--- src/rtl/pipeline_ctrl_if.sv ---
// Bundle between the pipeline sequencer and the pipeline: stall requests and
// redirect sources in, pause/flush/PC redirect and stall statistics out.
interface pipeline_ctrl_if #(
  parameter int ADDR_W = 32,
  parameter int CNT_W  = 16
);
  logic              stall_req_if;
  logic              stall_req_id;
  logic              stall_req_ex;
  logic              stall_req_mem;
  logic              except_valid_i;
  logic [ADDR_W-1:0] except_target_i;
  logic              ertn_valid_i;
  logic [ADDR_W-1:0] ertn_target_i;
  logic              branch_valid_i;
  logic [ADDR_W-1:0] branch_target_i;
  logic [5:0]        pause_o;
  logic              flush_o;
  logic              is_branch_o;
  logic [ADDR_W-1:0] branch_target_o;
  logic [CNT_W-1:0]  stall_cycles_o;

  modport master (
    output stall_req_if, stall_req_id, stall_req_ex, stall_req_mem,
    output except_valid_i, except_target_i, ertn_valid_i, ertn_target_i,
    output branch_valid_i, branch_target_i,
    input  pause_o, flush_o, is_branch_o, branch_target_o, stall_cycles_o
  );

  modport slave (
    input  stall_req_if, stall_req_id, stall_req_ex, stall_req_mem,
    input  except_valid_i, except_target_i, ertn_valid_i, ertn_target_i,
    input  branch_valid_i, branch_target_i,
    output pause_o, flush_o, is_branch_o, branch_target_o, stall_cycles_o
  );
endinterface

--- src/rtl/pipeline_ctrl.sv ---
// Pipeline sequencer: merges stall requests into pause, prioritises redirects
// (exception > ertn > branch > pending) and holds a branch while the PC is paused.
//
// state | meaning
// IDLE  | no redirect waiting; redirects go straight to the PC when it is not paused
// PEND  | a branch target is parked in pend_target until the PC is released
module pipeline_ctrl #(
  parameter int ADDR_W = 32,
  parameter int CNT_W  = 16
) (
  input logic             clk,
  input logic             rst,
  pipeline_ctrl_if.slave  bus
);

  typedef enum logic {IDLE, PEND} state_t;

  state_t            state;
  state_t            state_nxt;
  logic [ADDR_W-1:0] pend_target;
  logic [ADDR_W-1:0] pend_target_nxt;
  logic [CNT_W-1:0]  stall_cnt;

  logic [5:0]        stall_pause;
  logic [5:0]        pause;
  logic              flush;
  logic              is_branch;
  logic [ADDR_W-1:0] target;

  always_ff @(posedge clk or negedge rst) begin
    if (!rst) begin
      state       <= IDLE;
      pend_target <= '0;
    end else begin
      state       <= state_nxt;
      pend_target <= pend_target_nxt;
    end
  end

  always_ff @(posedge clk or negedge rst) begin
    if (!rst) begin
      stall_cnt <= '0;
    end else if (pause[0] && (stall_cnt != '1)) begin
      stall_cnt <= stall_cnt + CNT_W'(1);
    end
  end

  always_comb begin
    stall_pause     = 6'b000000;
    flush           = bus.except_valid_i | bus.ertn_valid_i;
    state_nxt       = state;
    pend_target_nxt = pend_target;
    is_branch       = 1'b0;
    target          = '0;

    // The deepest stalling stage holds itself and everything upstream of it.
    if (bus.stall_req_mem)     stall_pause = 6'b011111;
    else if (bus.stall_req_ex) stall_pause = 6'b001111;
    else if (bus.stall_req_id) stall_pause = 6'b000111;
    else if (bus.stall_req_if) stall_pause = 6'b000011;

    pause = flush ? 6'b000000 : stall_pause;

    case (state)
      IDLE: begin
        if (flush) begin
          is_branch = 1'b1;
          target    = bus.except_valid_i ? bus.except_target_i : bus.ertn_target_i;
        end else if (bus.branch_valid_i) begin
          if (!pause[0]) begin
            is_branch = 1'b1;
            target    = bus.branch_target_i;
          end else begin
            pend_target_nxt = bus.branch_target_i;
            state_nxt       = PEND;
          end
        end
      end
      PEND: begin
        if (flush) begin
          is_branch       = 1'b1;
          target          = bus.except_valid_i ? bus.except_target_i : bus.ertn_target_i;
          pend_target_nxt = '0;
          state_nxt       = IDLE;
        end else if (!pause[0]) begin
          is_branch = 1'b1;
          target    = bus.branch_valid_i ? bus.branch_target_i : pend_target;
          state_nxt = IDLE;
        end else if (bus.branch_valid_i) begin
          pend_target_nxt = bus.branch_target_i;
        end
      end
      default: state_nxt = IDLE;
    endcase
  end

  assign bus.pause_o         = pause;
  assign bus.flush_o         = flush;
  assign bus.is_branch_o     = is_branch;
  assign bus.branch_target_o = target;
  assign bus.stall_cycles_o  = stall_cnt;

endmodule

--- src/flat_wrapper.sv ---
// flat-port wrapper written by rule: the top's interface ports become plain ports
module pipeline_ctrl_flat 
#(
  parameter int ADDR_W = 32,
  parameter int CNT_W  = 16
)
  (clk, rst, bus_stall_req_if, bus_stall_req_id, bus_stall_req_ex, bus_stall_req_mem, bus_except_valid_i, bus_except_target_i, bus_ertn_valid_i, bus_ertn_target_i, bus_branch_valid_i, bus_branch_target_i, bus_pause_o, bus_flush_o, bus_is_branch_o, bus_branch_target_o, bus_stall_cycles_o);
  pipeline_ctrl_if #(.ADDR_W(ADDR_W), .CNT_W(CNT_W)) bus_i ();
  input logic clk;
  input logic rst;
  input wire logic [$bits(bus_i.stall_req_if)-1:0] bus_stall_req_if;
  input wire logic [$bits(bus_i.stall_req_id)-1:0] bus_stall_req_id;
  input wire logic [$bits(bus_i.stall_req_ex)-1:0] bus_stall_req_ex;
  input wire logic [$bits(bus_i.stall_req_mem)-1:0] bus_stall_req_mem;
  input wire logic [$bits(bus_i.except_valid_i)-1:0] bus_except_valid_i;
  input wire logic [$bits(bus_i.except_target_i)-1:0] bus_except_target_i;
  input wire logic [$bits(bus_i.ertn_valid_i)-1:0] bus_ertn_valid_i;
  input wire logic [$bits(bus_i.ertn_target_i)-1:0] bus_ertn_target_i;
  input wire logic [$bits(bus_i.branch_valid_i)-1:0] bus_branch_valid_i;
  input wire logic [$bits(bus_i.branch_target_i)-1:0] bus_branch_target_i;
  output wire logic [$bits(bus_i.pause_o)-1:0] bus_pause_o;
  output wire logic [$bits(bus_i.flush_o)-1:0] bus_flush_o;
  output wire logic [$bits(bus_i.is_branch_o)-1:0] bus_is_branch_o;
  output wire logic [$bits(bus_i.branch_target_o)-1:0] bus_branch_target_o;
  output wire logic [$bits(bus_i.stall_cycles_o)-1:0] bus_stall_cycles_o;
  assign bus_i.stall_req_if = bus_stall_req_if;
  assign bus_i.stall_req_id = bus_stall_req_id;
  assign bus_i.stall_req_ex = bus_stall_req_ex;
  assign bus_i.stall_req_mem = bus_stall_req_mem;
  assign bus_i.except_valid_i = bus_except_valid_i;
  assign bus_i.except_target_i = bus_except_target_i;
  assign bus_i.ertn_valid_i = bus_ertn_valid_i;
  assign bus_i.ertn_target_i = bus_ertn_target_i;
  assign bus_i.branch_valid_i = bus_branch_valid_i;
  assign bus_i.branch_target_i = bus_branch_target_i;
  assign bus_pause_o = bus_i.pause_o;
  assign bus_flush_o = bus_i.flush_o;
  assign bus_is_branch_o = bus_i.is_branch_o;
  assign bus_branch_target_o = bus_i.branch_target_o;
  assign bus_stall_cycles_o = bus_i.stall_cycles_o;
  pipeline_ctrl #(.ADDR_W(ADDR_W), .CNT_W(CNT_W)) u_core (.clk(clk), .rst(rst), .bus(bus_i));
endmodule
--- config.mk ---
export PLATFORM = sky130hd
export DESIGN_NAME = pipeline_ctrl_flat
export DESIGN_NICKNAME = d
export VERILOG_FILES = /design/src/rtl/pipeline_ctrl_if.sv /design/src/rtl/pipeline_ctrl.sv /design/src/flat_wrapper.sv
export SDC_FILE = /design/constraint.sdc
export NUM_CORES = 1
export LEC_CHECK = 0
export ABC_AREA = 1
export CAP_MARGIN = 30
export CORE_AREA = 3 3 107 109
export CTS_BUF_LIST = sky130_fd_sc_hd__clkbuf_8 sky130_fd_sc_hd__clkbuf_16
export CTS_CLUSTER_SIZE = 40
export DETAILED_ROUTE_END_ITERATION = 8
export DIE_AREA = 0 0 110 112
export GPL_TIMING_DRIVEN = 0
export MAX_ROUTING_LAYER = met4
export PLACE_DENSITY_LB_ADDON = 0.08
export SLEW_MARGIN = 20
export SYNTH_ARGS = -nofsm -noshare
export SYNTH_HDL_FRONTEND = slang
export SYNTH_SLANG_ARGS = --single-unit
--- constraint.sdc ---
create_clock -name clk -period 2.4 [get_ports clk]
set_clock_uncertainty 0.05 [all_clocks]
set_input_delay 0.36 -clock clk [delete_from_list [all_inputs] [get_ports clk]]
set_output_delay 0.36 -clock clk [all_outputs]
set_load 0.05 [all_outputs]
==> flow_summary.json, run 1 <==
{
  "status": "finished, final reports clean",
  "stdcell_count": 1005,
  "clkSinkCount": 49,
  "timing.fmax_ghz": 0.4383,
  "synth_top_area_share_pct": 28.64,
  "syn_to_final_growth_pct": 43.04,
  "worstPathRequired_ns": 1.99,
  "die_h_um": 112,
  "register_area_mm2": 0.001226,
  "place_inst": 994,
  "remaining_drc_errors": 0,
  "track_usage_pct": 24.74,
  "h-tree-depth": 2,
  "rsz0062_at_grt": "no",
  "synth-seq-cells": 49,
  "synth.avg_cell_area_um2": 6.152,
  "grt_pass1_wl_um": 24160,
  "port_buffers": 158,
  "die_w_um": 110,
  "root_buffer": "clkbuf_8",
  "maxSlewViolCount": 0,
  "coreArea_mm2": 0.01070,
  "ir_drop_v": 0.0004980,
  "post-route-period-util_pct": 95.07,
  "drive_above_1_share_pct": 12.60,
  "avgRoutedWirePerCell_um": 14.65,
  "grt_antenna_before_repair": 0,
  "tightest_slew_ns": 0.6539,
  "p_leak_nw": 2.898,
  "hold_violations": 0,
  "dp_hpwl_um": 11020,
  "initial_utilization_pct": 40.02,
  "drt-total-wl_um": 14720,
  "synth_cell_types": 26,
  "drtPass1Iterations": 5,
  "first_iter_violations": 295,
  "crit_slowest_cell": "clkdlybuf4s50_1",
  "critPathMaxFanout": 10,
  "period_minus_slack_ns": 2.282,
  "crit_arrival_ns": 1.87,
  "maxCapViolations": 0,
  "path_buf_inv": 4,
  "path_cells": "clkdlybuf4s50_1, nor2_4, nand3b_4, inv_2, clkbuf_4, nand3_1, nand3_1, buf_4",
  "multi_input_area_mm2": 0.002485,
  "gp_congestion": 0.8790,
  "synth_top_area_cell": "dfrtp_1",
  "grt_pass1_vias": 5068,
  "synth_fp_nets": 802,
  "hold_buffers": 0,
  "ys_seq_area_share_pct": 28.64,
  "power_density_mw_per_mm2": 496.4,
  "critical_path.max_stage_delay_ns": 0.46,
  "crit_path_frequent_cell": "nand3_1",
  "synth_cells": 696,
  "dieArea_mm2": 0.01232,
  "routed_via_density": 5.222,
  "crit_path_start_kind": "input port",
  "cts.path.max_buffers": 2,
  "critPathKind": "input port to output pin",
  "synth_area_mm2": 0.004282,
  "ant_nets": 0,
  "netlist_top_cells_area": "dfrtp_1 29%, nand2_1 19%, nand3_1 8.5%, o21ai_0 7.8%, inv_1 7.1%",
  "crit_family": "buffers and inverters",
  "cts_tree": "yes",
  "fillers": 1066,
  "path_clk_slew_ns": 0.10,
  "finalSetupViolCount": 0,
  "numCtsBuffers": 5,
  "power_w": 0.003040,
  "boundaryPins": 161,
  "final_common_cell": "nand2_1",
  "nets": 970,
  "overflow": 0,
  "ys_warn_count": 0,
  "relSlewSlack_pct": 56.41,
  "clkLatencyLatePin_ns": 0.31,
  "diodes": 0,
  "postLayoutCoreUtil_pct": 57.25,
  "num_vias": 5248,
  "core.rowCount": 38,
  "holdCritPathClass": "input port to asynchronous set/reset pin",
  "layout_common_cells": "221 x nand2_1, 116 x clkdlybuf4s50_1, 80 x inv_1",
  "cp-end-kind": "output pin",
  "grt_max_degree": 50
}
## report_power, final
part           total [W]  switching (W)  leakage [nW]  internal, W
clock network   0.000517       0.000310        0.0445     0.000208
registers        0.00109       0.000112         0.622     0.000976
logic            0.00143       0.000901          2.23     0.000533
## area by class of cell
cell class	count	area share, %
multi-input cells	514	40.57
repair buffers	162	24.82
plain buffers	50	5.189
clock inverters	3	0.3473
flip-flops and latches	49	20.02
well taps	140	2.860
inverters	82	5.066
clock buffers	5	1.124
## final timing paths
path                       slack, ns                            to                         start  cells past startpoint
setup / recovery                0.12        bus_branch_target_o[5]             bus_stall_req_mem                      8
hold / removal                 0.009        u_core.pend_target[25]                           rst                      1
setup reg to reg                0.69  u_core.bus.stall_cycles_o[2]  u_core.bus.stall_cycles_o[0]                      7
hold reg to reg                 0.48        u_core.pend_target[27]        u_core.pend_target[27]                      2
max in group asynchronous       1.84         u_core.pend_target[5]                           rst                      1
min in group clk                0.48        u_core.pend_target[27]        u_core.pend_target[27]                      2
## cell usage after synthesis (all sizes together)
master	count
nand2	223
o21ai	110
inv	82
nand3	73
dfrtp	49
nand4	37
a21oi	34
buf	33
nor2	28
clkbuf	18
xnor2	3
xor2	2
a21boi	1
conb	1
ha	1
nand3b	1
## timing repair
| item | 4_1_cts | 5_1_grt |
|---|---|---|
| gates cloned | 0 | 0 |
| setup endpoints to repair | 39 | 33 |
| gates resized for setup | 219 | 14 |
| setup buffers | 2 | 2 |
| pin swaps | 2 | 2 |
## logic make-up (layout without fill, tap and decap cells)
family	Yosys count	count (layout)	share of synthesized area, %
and+or+nand+nor	362	362	38.37
AOI/OAI and AO/OA	145	145	18.06
buffers and inverters	133	302	13.53
DFF	49	49	28.64
xor gates and xnor gates	5	5	1.023
adders and majority gates	1	1	0.2922
other	1	1	0.08758
## per-stage QoR
stage | setup TNS, ns | cell area (µm²) | worst slack, ns | hold slack [ns]
final | 0 | 6125 | 0.1183 | 0.009042
after global routing | 0 | 6125 | 0.001716 | 0.05231
after CTS | 0 | 6077 | 0.007506 | 0.03507
after detailed placement | -23.98 | 6036 | -0.7649 | 0.3831
after global placement | -54.86 | 6038 | -0.7688 | 0.4468
after floorplan | 0 | 4282 | 0.1367 | 0.01441
## per-layer routing
layer	up-vias	track usage (%)	routed length, µm
li1	2604	-	-
met1	2449	33.38	6590
met2	184	40.13	7030
met3	11	2.841	950
met4	0	4.738	153
met5	-	-	0
## registers in the layout (all words and copies together) (netlist names)
name	cells
u_core.state	1
u_core.pend_target	32
u_core.bus.stall_cycles_o	16
(Power assumes the default switching activity.)
==> run 2, diff against run 1 <==
--- a/config.mk
+++ b/config.mk
@@ -7,15 +7,13 @@
 export LEC_CHECK = 0
 export ABC_AREA = 1
 export CAP_MARGIN = 30
-export CORE_AREA = 3 3 107 109
-export CTS_BUF_LIST = sky130_fd_sc_hd__clkbuf_8 sky130_fd_sc_hd__clkbuf_16
+export CORE_AREA = 5 5 109 111
 export CTS_CLUSTER_SIZE = 40
 export DETAILED_ROUTE_END_ITERATION = 8
-export DIE_AREA = 0 0 110 112
+export DIE_AREA = 0 0 114 116
 export GPL_TIMING_DRIVEN = 0
 export MAX_ROUTING_LAYER = met4
 export PLACE_DENSITY_LB_ADDON = 0.08
-export SLEW_MARGIN = 20
 export SYNTH_ARGS = -nofsm -noshare
 export SYNTH_HDL_FRONTEND = slang
 export SYNTH_SLANG_ARGS = --single-unit
==> run 2 against run 1 <==
Flip-flop and latch count unchanged. Clock power is 22% higher. Cell count up 0.70%. First-iteration DRC count grew 2.0%.
==> flow_summary.json, run 2 (same netlist as run 1, synthesis figures left out) <==
{
  "power_density_mw_per_mm2": 509.5,
  "ir_drop_v": 0.0008139,
  "r2r_end": "u_core.bus.stall_cycles_o[15]",
  "clkLatencyLatePin_ns": 0.31,
  "p_sw_w": 0.001313,
  "status": "finished, final reports clean",
  "reg2reg_setup_slack_ns": 0.68,
  "grt_pass1_wl_um": 24640,
  "critPathMaxFanout": 4,
  "largest_reg_flops": 32,
  "setup_slack_ns": 0.08294,
  "relSlewSlack_pct": 63.31,
  "track_usage_pct": 23.11,
  "r2r-start": "u_core.bus.stall_cycles_o[0]",
  "holdCritPathClass": "input port to register",
  "place_inst": 995,
  "place_area_mm2": 0.006053,
  "hold_end": "u_core.state",
  "nets": 977,
  "cts.path.max_buffers": 2,
  "critPathKind": "input port to output pin",
  "switching_share_pct": 41.40,
  "p_int_w": 0.001859,
  "final_common_cell": "nand2_1",
  "top_register": "u_core.pend_target",
  "stdcell_count": 1012,
  "reg2reg_depth": 9,
  "cts_tree": "yes",
  "clkSinkCount": 49,
  "clockPowerShare_pct": 19.9,
  "dp_hpwl_um": 11370,
  "grt_pass1_vias": 5219,
  "layout_common_cells": "221 x nand2_1, 116 x clkdlybuf4s50_1, 80 x inv_1",
  "die_h_um": 116,
  "worstPathRequired_ns": 1.99,
  "num_vias": 5243,
  "root_buffer": "clkbuf_8",
  "syn_to_final_growth_pct": 45.41,
  "path_clk_slew_ns": 0.09,
  "drive_above_1_share_pct": 13.19,
  "numCtsBuffers": 5,
  "first_iter_violations": 301,
  "coreArea_mm2": 0.01070,
  "hold_violations": 0,
  "diodes": 0,
  "combPwrFrac_pct": 45.8,
  "timing.fmax_ghz": 0.4316,
  "ant_nets": 0,
  "maxCapViolations": 0,
  "dp_worst_setup_slack_ns": -0.7633,
  "grt_max_degree": 32,
  "h-tree-depth": 2,
  "crit_arrival_ns": 1.91,
  "min_path_cells": 4,
  "drt-total-wl_um": 15010,
  "cp-end-kind": "output pin",
  "maxSlewViolCount": 0,
  "routed_via_density": 5.181,
  "overflow": 0,
  "tightest_slew_ns": 0.5503,
  "initial_utilization_pct": 40.02,
  "avgRoutedWirePerCell_um": 14.83,
  "grt_antenna_before_repair": 0,
  "remaining_drc_errors": 0,
  "final.setup.tns_ns": 0,
  "power_frac_seq_pct": 34.3,
  "crit_path_start_kind": "input port",
  "dieArea_mm2": 0.01322,
  "post-route-period-util_pct": 96.54,
  "period_minus_slack_ns": 2.317,
  "gp_congestion": 0.8316,
  "core.rowCount": 38,
  "rsz0062_at_grt": "no",
  "fin_area_mm2": 0.006226,
  "hold_path.startpoint": "bus_ertn_valid_i",
  "port_buffers": 158,
  "finalSetupViolCount": 0,
  "boundaryPins": 161,
  "drtPass1Iterations": 6,
  "die_w_um": 114,
  "p_leak_nw": 2.962,
  "postLayoutCoreUtil_pct": 58.20
}
run 2: worst max-delay path: stages:
cell and delay, ns:
clkdlybuf4s50_1 0.46, nor2_4 0.15, nand3b_4 0.14, nand2_1 0.13, inv_1 0.09, buf_4 0.13, clkdlybuf4s15_1 0.44
run 2: power groups by stage:
| stage | logic, W | registers, W | clock network, W |
|---|---|---|---|
| 2_1_floorplan | 0.000724 | 0.00125 | 0 |
| 3_3_place_gp | 0.00142 | 0.00110 | 0 |
| 3_5_place_dp | 0.00145 | 0.00110 | 0 |
| 4_1_cts | 0.00144 | 0.00108 | 0.000641 |
| 5_1_grt | 0.00157 | 0.00111 | 0.000677 |
| 6_report | 0.00145 | 0.00109 | 0.000632 |
run 2: metrics by stage:
step | hold WS, ns | total power [W]
final | 0.4736 | 0.003172
after global routing | 0.4939 | 0.003355
after CTS | 0.4781 | 0.003166
after detailed placement | 0.2898 | 0.002550
after global placement | 0.4487 | 0.002517
after floorplan | 0.01441 | 0.001978
run 2: final cells by class:
type | count | area, µm²
fill | 1039 | 4472
clock buffer | 7 | 86.33
sequential | 49 | 1226
tap | 140 | 175.2
timing repair buffer | 168 | 1594
multi-input combinational | 514 | 2490
clock inverter | 1 | 30.03
inverter | 82 | 310.3
buffer | 51 | 314.1
run 2: routing by layer:
| layer | part of all wire [%] | global-route usage [%] |
|---|---|---|
| met5 | 0 | - |
| met4 | 0.89 | 5.938 |
| met2 | 47 | 37.12 |
| met1 | 45 | 30.77 |
| met3 | 7.4 | 3.290 |
run 2: worst max-delay path by stage:
stage / start / end / slack, ns / cells after the start
global route: bus_stall_req_ex / bus_pause_o[1] / 0.003 / 7
detailed placement: bus_except_valid_i / bus_branch_target_o[1] / -0.76 / 6
floorplan: bus_branch_valid_i / bus_is_branch_o / 0.14 / 4
finish: bus_stall_req_mem / bus_pause_o[1] / 0.08 / 7
global placement: bus_except_valid_i / bus_branch_target_o[1] / -0.77 / 6
CTS: bus_ertn_valid_i / bus_branch_target_o[21] / 0.006 / 8
run 2: repair_timing:
action                                  in CTS  in global routing
hold buffers                                 1                  0
endpoints found under the setup margin      39                 33
hold endpoints to repair                    18                  0
pin swaps                                    2                  3
gates resized for setup                    215                 19
buffers inserted                             4                  4
==> run 3, diff against run 2 <==
--- a/config.mk
+++ b/config.mk
@@ -5,12 +5,13 @@
 export SDC_FILE = /design/constraint.sdc
 export NUM_CORES = 1
 export LEC_CHECK = 0
-export ABC_AREA = 1
 export CAP_MARGIN = 30
-export CORE_AREA = 5 5 109 111
+export CELL_PAD_IN_SITES_DETAIL_PLACEMENT = 1
+export CELL_PAD_IN_SITES_GLOBAL_PLACEMENT = 1
+export CORE_AREA = 5 5 143 77
 export CTS_CLUSTER_SIZE = 40
 export DETAILED_ROUTE_END_ITERATION = 8
-export DIE_AREA = 0 0 114 116
+export DIE_AREA = 0 0 148 82
 export GPL_TIMING_DRIVEN = 0
 export MAX_ROUTING_LAYER = met4
 export PLACE_DENSITY_LB_ADDON = 0.08
==> run 3 against run 2 <==
Maximum frequency shrank 1.7%. Synthesized cell count shrank 60%. Register-to-register slack lost 0.18 ns. Worst setup slack lost 0.040 ns. Cell count shrank 43%. Flip-flop and latch count is the same. Global-route usage shrank 3.1 points. First-iteration DRC count shrank 25%. Power shrank 3.2%. Combinational power shrank 21%. Critical path type unchanged.
==> flow_summary.json, run 3 <==
{
  "maxCapViolations": 0,
  "synth_top_area_cell": "dfrtp_1",
  "grt_pass1_wl_um": 18310,
  "clkSinkCount": 49,
  "cts_tree": "yes",
  "synth_cell_types": 32,
  "timing.fmax_ghz": 0.4242,
  "syn_to_final_growth_pct": 89.26,
  "stdcell_count": 579,
  "crit_family": "simple AND/OR/NAND/NOR gates",
  "synth-seq-cells": 49,
  "grt_max_degree": 33,
  "root_buffer": "clkbuf_16",
  "tightest_slew_ns": 0.5974,
  "ant_nets": 0,
  "top_register": "u_core.pend_target",
  "dieArea_mm2": 0.01214,
  "h-tree-depth": 2,
  "die_h_um": 82,
  "synth.avg_cell_area_um2": 9.873,
  "remaining_drc_errors": 0,
  "holdCritPathClass": "input port to register",
  "dp_hpwl_um": 8958,
  "power_density_mw_per_mm2": 597.6,
  "place_inst": 560,
  "synth_edf_count": 0,
  "largest_reg_flops": 32,
  "hold_violations": 0,
  "netlist_top_cells_count": "70 x nand2_1, 49 x dfrtp_1, 32 x a222oi_1, 32 x a22o_1, 11 x clkbuf_1",
  "coreArea_mm2": 0.009727,
  "path_buf_inv": 5,
  "relSlewSlack_pct": 60.17,
  "final_common_cell": "clkdlybuf4s50_1",
  "routed_via_density": 5.339,
  "port_buffers": 158,
  "clkLatencyLatePin_ns": 0.29,
  "worstPathRequired_ns": 1.99,
  "synthFlopType": "dfrtp_1",
  "numCtsBuffers": 5,
  "cts.path.max_buffers": 2,
  "synthArstFlopShare_pct": 100.0,
  "crit_slowest_cell": "or4_4",
  "first_iter_violations": 227,
  "dp_worst_setup_slack_ns": -1.339,
  "drive_above_1_share_pct": 28.70,
  "rsz0062_at_grt": "yes",
  "grt_antenna_before_repair": 0,
  "ys_warn_count": 0,
  "p_leak_nw": 2.352,
  "path_cells": "buf_8, or4_4, nor4b_4, buf_6, buf_12, buf_12, nand2_4, nand2_4, buf_8",
  "period_minus_slack_ns": 2.357,
  "boundaryPins": 161,
  "critPathMaxFanout": 5,
  "initial_utilization_pct": 27.91,
  "finalSetupViolCount": 0,
  "postLayoutCoreUtil_pct": 52.83,
  "maxSlewViolCount": 0,
  "setup_slack_ns": 0.04262,
  "num_vias": 3091,
  "synth_fp_nets": 381,
  "synth.most_common_cell": "nand2_1",
  "synth_top_area_share_pct": 45.16,
  "diodes": 0,
  "layout_common_cells": "113 x clkdlybuf4s50_1, 49 x dfrtp_1, 33 x nand2_2",
  "synth_area_mm2": 0.002715,
  "path_clk_slew_ns": 0.06,
  "gp_congestion": 0.7716,
  "track_usage_pct": 20.03,
  "grt_pass1_vias": 3349,
  "nets": 558,
  "netlist_top_cells_area": "dfrtp_1 45%, a222oi_1 12%, a22o_1 10%, nand2_1 9.7%, xor2_1 2.9%",
  "ir_drop_v": 0.0002927,
  "power_w": 0.003071,
  "critical_path.max_stage_delay_ns": 0.56,
  "overflow": 0,
  "die_w_um": 148,
  "crit_path_start_kind": "input port",
  "synth_cells": 275,
  "avgRoutedWirePerCell_um": 20.47,
  "drt-total-wl_um": 11850,
  "ys_seq_area_share_pct": 45.16,
  "post-route-period-util_pct": 98.22,
  "drtPass1Iterations": 5,
  "core.rowCount": 26,
  "crit_arrival_ns": 1.95,
  "cp-end-kind": "output pin",
  "status": "finished, final reports clean",
  "critPathKind": "input port to output pin"
}
## run 3: tightest hold or removal path, stage by stage
cell            delay, ns
dlymetal6s2s_1       0.20
nor2_1               0.09
nor2_1               0.09
## run 3: stage by stage
stage / setup TNS, ns / instance area, µm² / hold WS (ns)
3_3_place_gp: -76.35 / 4541 / 0.4320
3_5_place_dp: -47.37 / 4556 / 0.2756
2_1_floorplan: 0 / 2801 / 0.01441
4_1_cts: -0.9778 / 5129 / 0.4540
6_report: 0 / 5139 / 0.4357
5_1_grt: -0.2179 / 5139 / 0.4596
## run 3: per-layer routing
metal	part of all wire (%)	vias to the layer above	GRT usage (%)	wire length (µm)
li1	-	1413	-	-
met1	47	1533	27.38	5573
met2	43	138	29.83	5085
met3	9.6	7	6.064	1133
met4	0.48	0	3.318	57
met5	0	-	-	0
## run 3: final cells by class
cell class                      instances  area (µm²)
Tap cell                              126       157.7
Clock inverter                          1       30.03
Inverter                                2       11.26
Timing Repair Buffer                  172        1858
Sequential cell                        49        1226
Multi-Input combinational cell        200        1533
Clock buffer                            7       142.6
Fill cell                            1065        4588
Buffer                                 22       180.2
## run 3: final timing paths
| check | endpoint | startpoint | slack [ns] | depth (start not counted) |
|---|---|---|---|---|
| max in group asynchronous | u_core.bus.stall_cycles_o[4] | rst | 1.28 | 3 |
| hold / removal | u_core.state | bus_branch_valid_i | 0.44 | 3 |
| hold reg to reg | u_core.bus.stall_cycles_o[7] | u_core.bus.stall_cycles_o[7] | 0.45 | 1 |
| setup reg to reg | u_core.bus.stall_cycles_o[15] | u_core.bus.stall_cycles_o[0] | 0.50 | 5 |
| setup / recovery | bus_branch_target_o[7] | bus_stall_req_mem | 0.04 | 9 |
| min in group asynchronous | u_core.pend_target[12] | rst | 0.48 | 2 |
## run 3: cells by family (layout without fill, tap and decap cells)
logic type | after synthesis | in the layout | share of synthesized area [%]
and+or+nand+nor | 115 | 115 | 20.46
adders and majority gates | 1 | 1 | 0.4608
other | 1 | 1 | 0.1381
xor gates and xnor gates | 13 | 13 | 4.194
muxes | 2 | 2 | 0.8294
buffers and inverters | 26 | 204 | 5.299
DFF | 49 | 49 | 45.16
AOI/OAI and AO/OA | 68 | 68 | 23.46
## run 3: power breakdown
part	internal [W]	switching (W)	leakage, nW
combinational	0.000514	0.000621	1.63
sequential	0.000953	0.000140	0.641
clock	0.000522	0.000322	0.0841
total	0.00199	0.00108	2.35
## run 3: timing repair
item | CTS | global route
hold endpoints to repair | 17 | 0
pin swaps | 11 | 4
buffers inserted | 9 | 2
endpoints found under the setup margin | 39 | 34
gates resized for setup | 328 | 8
gates cloned | 2 | 0
hold buffers | 1 | 0
